## src/rtl/sd_adc_decim_if.sv

```systemverilog
// Signal bundle between one sigma-delta channel controller and its consumer.
// Latency: none, wires only.
// Backpressure: none; samples are single-cycle pulses that the consumer must take.
interface sd_adc_decim_if #(
  parameter int W = 8
);
  logic         enable;
  logic         sd;
  logic         pcm;
  logic [W-1:0] sample;
  logic         sample_valid;
  logic [W-1:0] threshold;
  logic         arm;
  logic         trigger;
  logic [W-1:0] trig_sample;

  // Controller side: owns feedback, samples and trigger state.
  modport master (
    input  enable, sd, threshold, arm,
    output pcm, sample, sample_valid, trigger, trig_sample
  );

  // Consumer side: drives control and reads results.
  modport slave (
    output enable, sd, threshold, arm,
    input  pcm, sample, sample_valid, trigger, trig_sample
  );
endinterface

```

## src/rtl/sd_adc_decim.sv

```systemverilog
// Sigma-delta ADC channel: sd synchroniser/feedback, boxcar decimator, armed threshold trigger.
// Latency: sd->pcm SYNC_STAGES clks; last window bit on pcm -> sample_valid 1 clk.
// Backpressure: none; sample_valid is a one-clock pulse every 2**OSR_LOG2 clks while accumulating.
module sd_adc_decim #(
  parameter int OSR_LOG2    = 8,
  parameter int SYNC_STAGES = 2,
  parameter int SETTLE_WIN  = 2
) (
  input  logic           clk,
  input  logic           reset,
  sd_adc_decim_if.master bus
);

  typedef enum logic [1:0] {IDLE, SETTLE, ACCUM} state_t;

  localparam logic [3:0] SETTLE_LAST = 4'((SETTLE_WIN > 0) ? SETTLE_WIN - 1 : 0);

  logic [SYNC_STAGES-1:0] sync;
  logic                   pcm;
  state_t                 state;
  state_t                 state_nxt;
  logic [OSR_LOG2-1:0]    win_cnt;
  logic [OSR_LOG2:0]      ones;
  logic [OSR_LOG2:0]      ones_sum;
  logic [OSR_LOG2-1:0]    sat_sum;
  logic [3:0]             settle;
  logic                   win_end;
  logic                   armed;

  assign pcm      = sync[SYNC_STAGES-1];
  assign bus.pcm  = pcm;
  assign win_end  = (win_cnt == '1);
  // A full window of ones is one count past the sample range; clamp it to max.
  assign ones_sum = ones + (OSR_LOG2 + 1)'(pcm);
  assign sat_sum  = ones_sum[OSR_LOG2] ? '1 : ones_sum[OSR_LOG2-1:0];

  // Synchronise the comparator bit; the last stage doubles as the loop feedback.
  always_ff @(posedge clk) begin
    if (reset) sync <= '0;
    else       sync <= {sync[SYNC_STAGES-2:0], bus.sd};
  end

  // Decimator state register.
  always_ff @(posedge clk) begin
    if (reset) state <= IDLE;
    else       state <= state_nxt;
  end

  // Next-state: enable low always returns to IDLE, so a re-rise restarts settling.
  always_comb begin
    state_nxt = state;
    case (state)
      IDLE:    if (bus.enable) state_nxt = (SETTLE_WIN > 0) ? SETTLE : ACCUM;
      SETTLE:  if (!bus.enable) state_nxt = IDLE;
               else if (win_end && settle == SETTLE_LAST) state_nxt = ACCUM;
      ACCUM:   if (!bus.enable) state_nxt = IDLE;
      default: state_nxt = IDLE;
    endcase
  end

  // Window counting and sample capture; a dropped enable discards the partial window.
  always_ff @(posedge clk) begin
    if (reset) begin
      win_cnt          <= '0;
      ones             <= '0;
      settle           <= '0;
      bus.sample       <= '0;
      bus.sample_valid <= 1'b0;
    end else begin
      bus.sample_valid <= 1'b0;
      if (state == IDLE || !bus.enable) begin
        win_cnt <= '0;
        ones    <= '0;
        settle  <= '0;
      end else begin
        win_cnt <= win_cnt + 1'b1;
        if (win_end) begin
          ones <= '0;
          if (state == ACCUM) begin
            bus.sample       <= sat_sum;
            bus.sample_valid <= 1'b1;
          end else begin
            settle <= settle + 1'b1;
          end
        end else begin
          ones <= ones_sum;
        end
      end
    end
  end

  // Shot trigger: arm clears and re-arms (winning over a coincident sample); first armed hit sticks.
  always_ff @(posedge clk) begin
    if (reset) begin
      armed           <= 1'b0;
      bus.trigger     <= 1'b0;
      bus.trig_sample <= '0;
    end else if (bus.arm) begin
      armed       <= 1'b1;
      bus.trigger <= 1'b0;
    end else if (armed && bus.sample_valid && bus.sample >= bus.threshold) begin
      armed           <= 1'b0;
      bus.trigger     <= 1'b1;
      bus.trig_sample <= bus.sample;
    end
  end

endmodule

```

## src/flat_wrapper.sv

```systemverilog
// flat-port wrapper written by rule: the top's interface ports become plain ports
module sd_adc_decim_flat 
#(
  parameter int OSR_LOG2    = 8,
  parameter int SYNC_STAGES = 2,
  parameter int SETTLE_WIN  = 2
)
  (clk, reset, bus_enable, bus_sd, bus_threshold, bus_arm, bus_pcm, bus_sample, bus_sample_valid, bus_trigger, bus_trig_sample);
  sd_adc_decim_if #(.W((8))) bus_i ();
  input  logic clk;
  input  logic reset;
  input wire logic [$bits(bus_i.enable)-1:0] bus_enable;
  input wire logic [$bits(bus_i.sd)-1:0] bus_sd;
  input wire logic [$bits(bus_i.threshold)-1:0] bus_threshold;
  input wire logic [$bits(bus_i.arm)-1:0] bus_arm;
  output wire logic [$bits(bus_i.pcm)-1:0] bus_pcm;
  output wire logic [$bits(bus_i.sample)-1:0] bus_sample;
  output wire logic [$bits(bus_i.sample_valid)-1:0] bus_sample_valid;
  output wire logic [$bits(bus_i.trigger)-1:0] bus_trigger;
  output wire logic [$bits(bus_i.trig_sample)-1:0] bus_trig_sample;
  assign bus_i.enable = bus_enable;
  assign bus_i.sd = bus_sd;
  assign bus_i.threshold = bus_threshold;
  assign bus_i.arm = bus_arm;
  assign bus_pcm = bus_i.pcm;
  assign bus_sample = bus_i.sample;
  assign bus_sample_valid = bus_i.sample_valid;
  assign bus_trigger = bus_i.trigger;
  assign bus_trig_sample = bus_i.trig_sample;
  sd_adc_decim #(.OSR_LOG2(OSR_LOG2), .SYNC_STAGES(SYNC_STAGES), .SETTLE_WIN(SETTLE_WIN)) u_core (.clk(clk), .reset(reset), .bus(bus_i));
endmodule
```

## config.mk

```make
export PLATFORM = sky130hd
export DESIGN_NAME = sd_adc_decim_flat
export DESIGN_NICKNAME = d
export VERILOG_FILES = /design/src/rtl/sd_adc_decim_if.sv /design/src/rtl/sd_adc_decim.sv /design/src/flat_wrapper.sv
export SDC_FILE = /design/constraint.sdc
export NUM_CORES = 1
export LEC_CHECK = 0
export ABC_AREA = 0
export CORE_MARGIN = 5
export CORE_UTILIZATION = 53
export DETAILED_ROUTE_END_ITERATION = 12
export PLACE_DENSITY_LB_ADDON = 0.2
export SKIP_CTS_REPAIR_TIMING = 1
export SLEW_MARGIN = 20
export SYNTH_ARGS = -nofsm -noshare
export SYNTH_HDL_FRONTEND = slang
export SYNTH_SLANG_ARGS = --single-unit
```

## constraint.sdc

```tcl
create_clock -name clk -period 2.6 [get_ports clk]
set_clock_uncertainty 0.05 [all_clocks]
set_input_delay 0.52 -clock clk [delete_from_list [all_inputs] [get_ports clk]]
set_output_delay 0.52 -clock clk [all_outputs]
set_load 0.02 [all_outputs]
```

==> results.txt <==
Area used by sequential logic in the layout -> 881 µm²
Count of distinct cell types in the synthesized netlist -> 39
Actual slew at the worst max-slew pin -> 416 ps
Hold Vio Cnt, Final -> 0
Root buffer cell -> sky130_fd_sc_hd__clkbuf_8
Maximum resistive drop on vdd -> 0.431 mV
Start-to-end type of the worst setup path -> primary input to flip-flop
Sink count of the clock tree -> 44
Area share of the largest cell type after synthesis -> 43.5%
Static power due to leakage -> 0.000896 µW
Async set-or-reset flop fraction in the synthesized netlist -> 0%
Overall routed net length -> 3680 µm
Area of the die -> 5160 µm²
Clock slew at the register clock pins of the worst setup and hold paths -> 90 ps
Largest cells by area after synthesis -> sky130_fd_sc_hd__dfxtp_1 (43%), sky130_fd_sc_hd__ha_1 (8.0%), sky130_fd_sc_hd__nor2_1 (6.1%), sky130_fd_sc_hd__nand2b_1 (5.3%), sky130_fd_sc_hd__a211oi_2 (4.9%)
CTS H-tree lvls -> 2
Footprint of the multi-input gates -> 1040 µm²
Post-Place Cell Area -> 2350 µm²
Initial core utilization -> 54.9%
Count of filler cells inserted in the layout -> 317
Worst min-delay path endpoint -> u_core.sync[1]
Net total in the final layout -> 264
Cell area after synthesis -> 2030 µm²
Pre-Repair DR Iteration Count -> 4
Antenna diode count -> 0
Remaining global-route overflow -> 0
Met2 Track Usage GR -> 23.9%
Design Area, Final -> 2460 µm²
Syn Nets -> 232
Slew Limit Headroom -> 71.9%
Synthesis-stage register bit count -> 44
Final Critical Period -> 2250 ps
Routed length per instance -> 12.8 µm
Beginning of the worst hold path -> u_core.sync[0]
Number of flops mapped to enable cells by yosys -> 0
TritonCTS clock tree -> done
Layout area overhead -> 21.6%
Overall fraction of global-route tracks in use -> 15.2%
Overall Power -> 1250 µW
Largest incremental delay on the critical path -> 450 ps
Number of instances in the synthesized netlist -> 206
Final period utilization -> 86.4%
Share of final-layout standard cells stronger than drive strength 1 -> 10.9%
Buffers on Ports -> 31
Setup-failing EPs final -> 0
Die boundary width -> 71.8 µm
Ports placed on the boundary -> 32
Core Footprint -> 3690 µm²
Synth Flop Type -> sky130_fd_sc_hd__dfxtp_1
Register-to-Register Setup Slack -> 540 ps
RSZ-0062 raised after global routing -> false
Clock Tree Buf Depth -> 2
Die boundary height -> 71.8 µm
Number of global-route vias before repair -> 1391
Most Crowded Layer GR -> met2
Arrival time worst endpoint -> 2390 ps
Post-layout utilization of the core -> 66.8%
Met1 usage -> 20.8%
Max-slew violation total from the final report -> 0
CP Buf/Inv Count -> 2
Reg-to-reg critical path startpoint -> u_core.bus.sample[0]
Worst hold path class -> flip-flop to flip-flop
Wire length of the first global-routing pass -> 6300 µm
Clock network latency to the later pin of the worst-skew pair -> 290 ps
Routed vias -> 1433
Outcome -> completed
Hold path depth -> 1
Final total negative setup slack -> 0 ps
Kind of start point of the critical path -> primary input
Per-instance average area after synthesis -> 9.83 µm²
Count of unresolved DRC violations after routing -> 0
Fmax achieved -> 0.445 GHz
Slowest library cell on the worst path -> sky130_fd_sc_hd__clkdlybuf4s50_1
Drt via density -> 4.99
Total half-perimeter wirelength after legalization and detailed placement -> 2820 µm
Clock buffer count from CTS -> 5
Global Route met3 Usage -> 4.35%
Depth of the worst register-to-register path -> 7
Share of synthesized area occupied by flip-flops and latches -> 43.5%
Post-synth top area cell -> sky130_fd_sc_hd__dfxtp_1
Ys Warns -> 0
Worst setup EP type -> flip-flop
Reg-to-reg endpoint -> u_core.bus.trigger
Cell type group with the largest total delay on the critical path -> compound AO/OA/AOI/OAI gates
Standard-cell row count -> 22
CP Max Fanout -> 9
Number of maximum-capacitance constraint violations -> 0
Maximum number of pins on one net before global-route repair -> 30
Cells along the critical path -> clkdlybuf4s50_1 -> inv_1 -> ha_1 -> a21o_1 -> a221oi_1 -> o31ai_1 -> and3_2 -> o21ba_1
Critical path required time -> 2740 ps
Antenna Nets Post-Route -> 0
Path length in cells of the critical path -> 8
Power per cell area -> 506 nW/µm²
DRC violation total after the first TritonRoute iteration -> 68
Placer's final routability congestion estimate -> 0.740
Number of antenna violations at the first check in global routing -> 0
## worst register-to-register path, stage by stage (launching register included)
cell and delay, ps:
sky130_fd_sc_hd__dfxtp_1 410, sky130_fd_sc_hd__inv_1 80, sky130_fd_sc_hd__ha_1 290, sky130_fd_sc_hd__nand2b_4 140
sky130_fd_sc_hd__a2111oi_2 360, sky130_fd_sc_hd__o31ai_1 130, sky130_fd_sc_hd__and3_2 320, sky130_fd_sc_hd__o21ba_1 210
## cell usage after synthesis (2+ instances only)
| library cell | instances |
|---|---|
| sky130_fd_sc_hd__a211oi_2 | 8 |
| sky130_fd_sc_hd__clkbuf_1 | 4 |
| sky130_fd_sc_hd__xnor2_1 | 5 |
| sky130_fd_sc_hd__nand3_1 | 6 |
| sky130_fd_sc_hd__ha_1 | 13 |
| sky130_fd_sc_hd__nor2b_1 | 5 |
| sky130_fd_sc_hd__and3_1 | 3 |
| sky130_fd_sc_hd__a211oi_1 | 2 |
| sky130_fd_sc_hd__nand2_1 | 8 |
| sky130_fd_sc_hd__dfxtp_1 | 44 |
| sky130_fd_sc_hd__nor2_1 | 33 |
| sky130_fd_sc_hd__buf_6 | 2 |
| sky130_fd_sc_hd__nand4_1 | 2 |
| sky130_fd_sc_hd__mux2i_1 | 8 |
| sky130_fd_sc_hd__a21oi_1 | 2 |
| sky130_fd_sc_hd__nand2b_1 | 17 |
| sky130_fd_sc_hd__xor2_1 | 10 |
| sky130_fd_sc_hd__inv_1 | 13 |
## layout by cell type, fill, tap and decap left out, types with 2 or more instances in the layout
cell type,count
sky130_fd_sc_hd__ha_1,13
sky130_fd_sc_hd__clkdlybuf4s50_1,31
sky130_fd_sc_hd__xnor2_1,5
sky130_fd_sc_hd__nand3_1,6
sky130_fd_sc_hd__clkbuf_8,5
sky130_fd_sc_hd__nor2b_1,5
sky130_fd_sc_hd__a21oi_1,2
sky130_fd_sc_hd__and3_1,2
sky130_fd_sc_hd__dfxtp_1,44
sky130_fd_sc_hd__a211oi_1,2
sky130_fd_sc_hd__a211oi_2,8
sky130_fd_sc_hd__inv_1,13
sky130_fd_sc_hd__nand4_1,2
sky130_fd_sc_hd__nand2b_1,17
sky130_fd_sc_hd__nor2_1,33
sky130_fd_sc_hd__xor2_1,10
sky130_fd_sc_hd__buf_4,2
sky130_fd_sc_hd__nand2_1,8
sky130_fd_sc_hd__mux2i_1,8
## sequential cells by signal, indices dropped and copies added (netlist names)
register / cells
u_core.sync: 2
u_core.bus.trigger: 1
u_core.win_cnt: 8
u_core.bus.trig_sample: 8
u_core.state: 2
u_core.ones: 9
u_core.bus.sample: 8
u_core.settle: 4
u_core.armed: 1
u_core.bus.sample_valid: 1
## area by class of cell
cell class	instances	area share, %
inverter	13	1.98
tap	48	2.44
sequential	44	35.8
timing repair buffer	33	13.2
multi-input combinational	141	42.1
clock inverter	3	1.73
clock buffer	5	2.79
## logic make-up (layout without fill, tap and decap cells)
logic type      after synthesis  after routing  synth area share (%)
simple gates                 85             85                  23.0
xor+xnor                     15             15                  6.49
fa+ha+maj                    13             13                  8.03
flops                        44             44                  43.5
compound gates               20             20                  9.57
mux                           8              8                  3.95
buf+inv                      21             54                  5.44
## metrics by stage
stage	setup slack, ps	cells	hold slack, ps
floorplan	557	206	364
global placement	-43.5	279	373
detailed placement	-87.4	279	380
CTS	215	287	397
global route	167	287	421
finish	353	287	392
## worst max-delay path by stage
stage	to	from
floorplan	u_core.bus.trigger	u_core.bus.sample[0]
global placement	u_core.bus.trig_sample[1]	bus_threshold[6]
detailed placement	u_core.bus.trig_sample[2]	bus_threshold[6]
CTS	u_core.bus.trig_sample[2]	bus_threshold[6]
global route	u_core.bus.trig_sample[2]	bus_threshold[6]
finish	u_core.bus.trigger	bus_threshold[6]
## per-layer routing
metal | part of all wire, % | vias to the layer above
met5 | 0 | -
met4 | 0.65 | 0
met3 | 3.7 | 2
met2 | 45 | 19
met1 | 50 | 666
li1 | - | 746
## power by group
| group | switching (µW) | leakage (µW) | internal [µW] |
|---|---|---|---|
| combinational | 22.1 | 0.000486 | 31.8 |
| sequential | 2.16 | 0.000355 | 677 |
| clock | 228 | 0.0000541 | 284 |
Note: power is estimated with default switching activity, not from simulation.
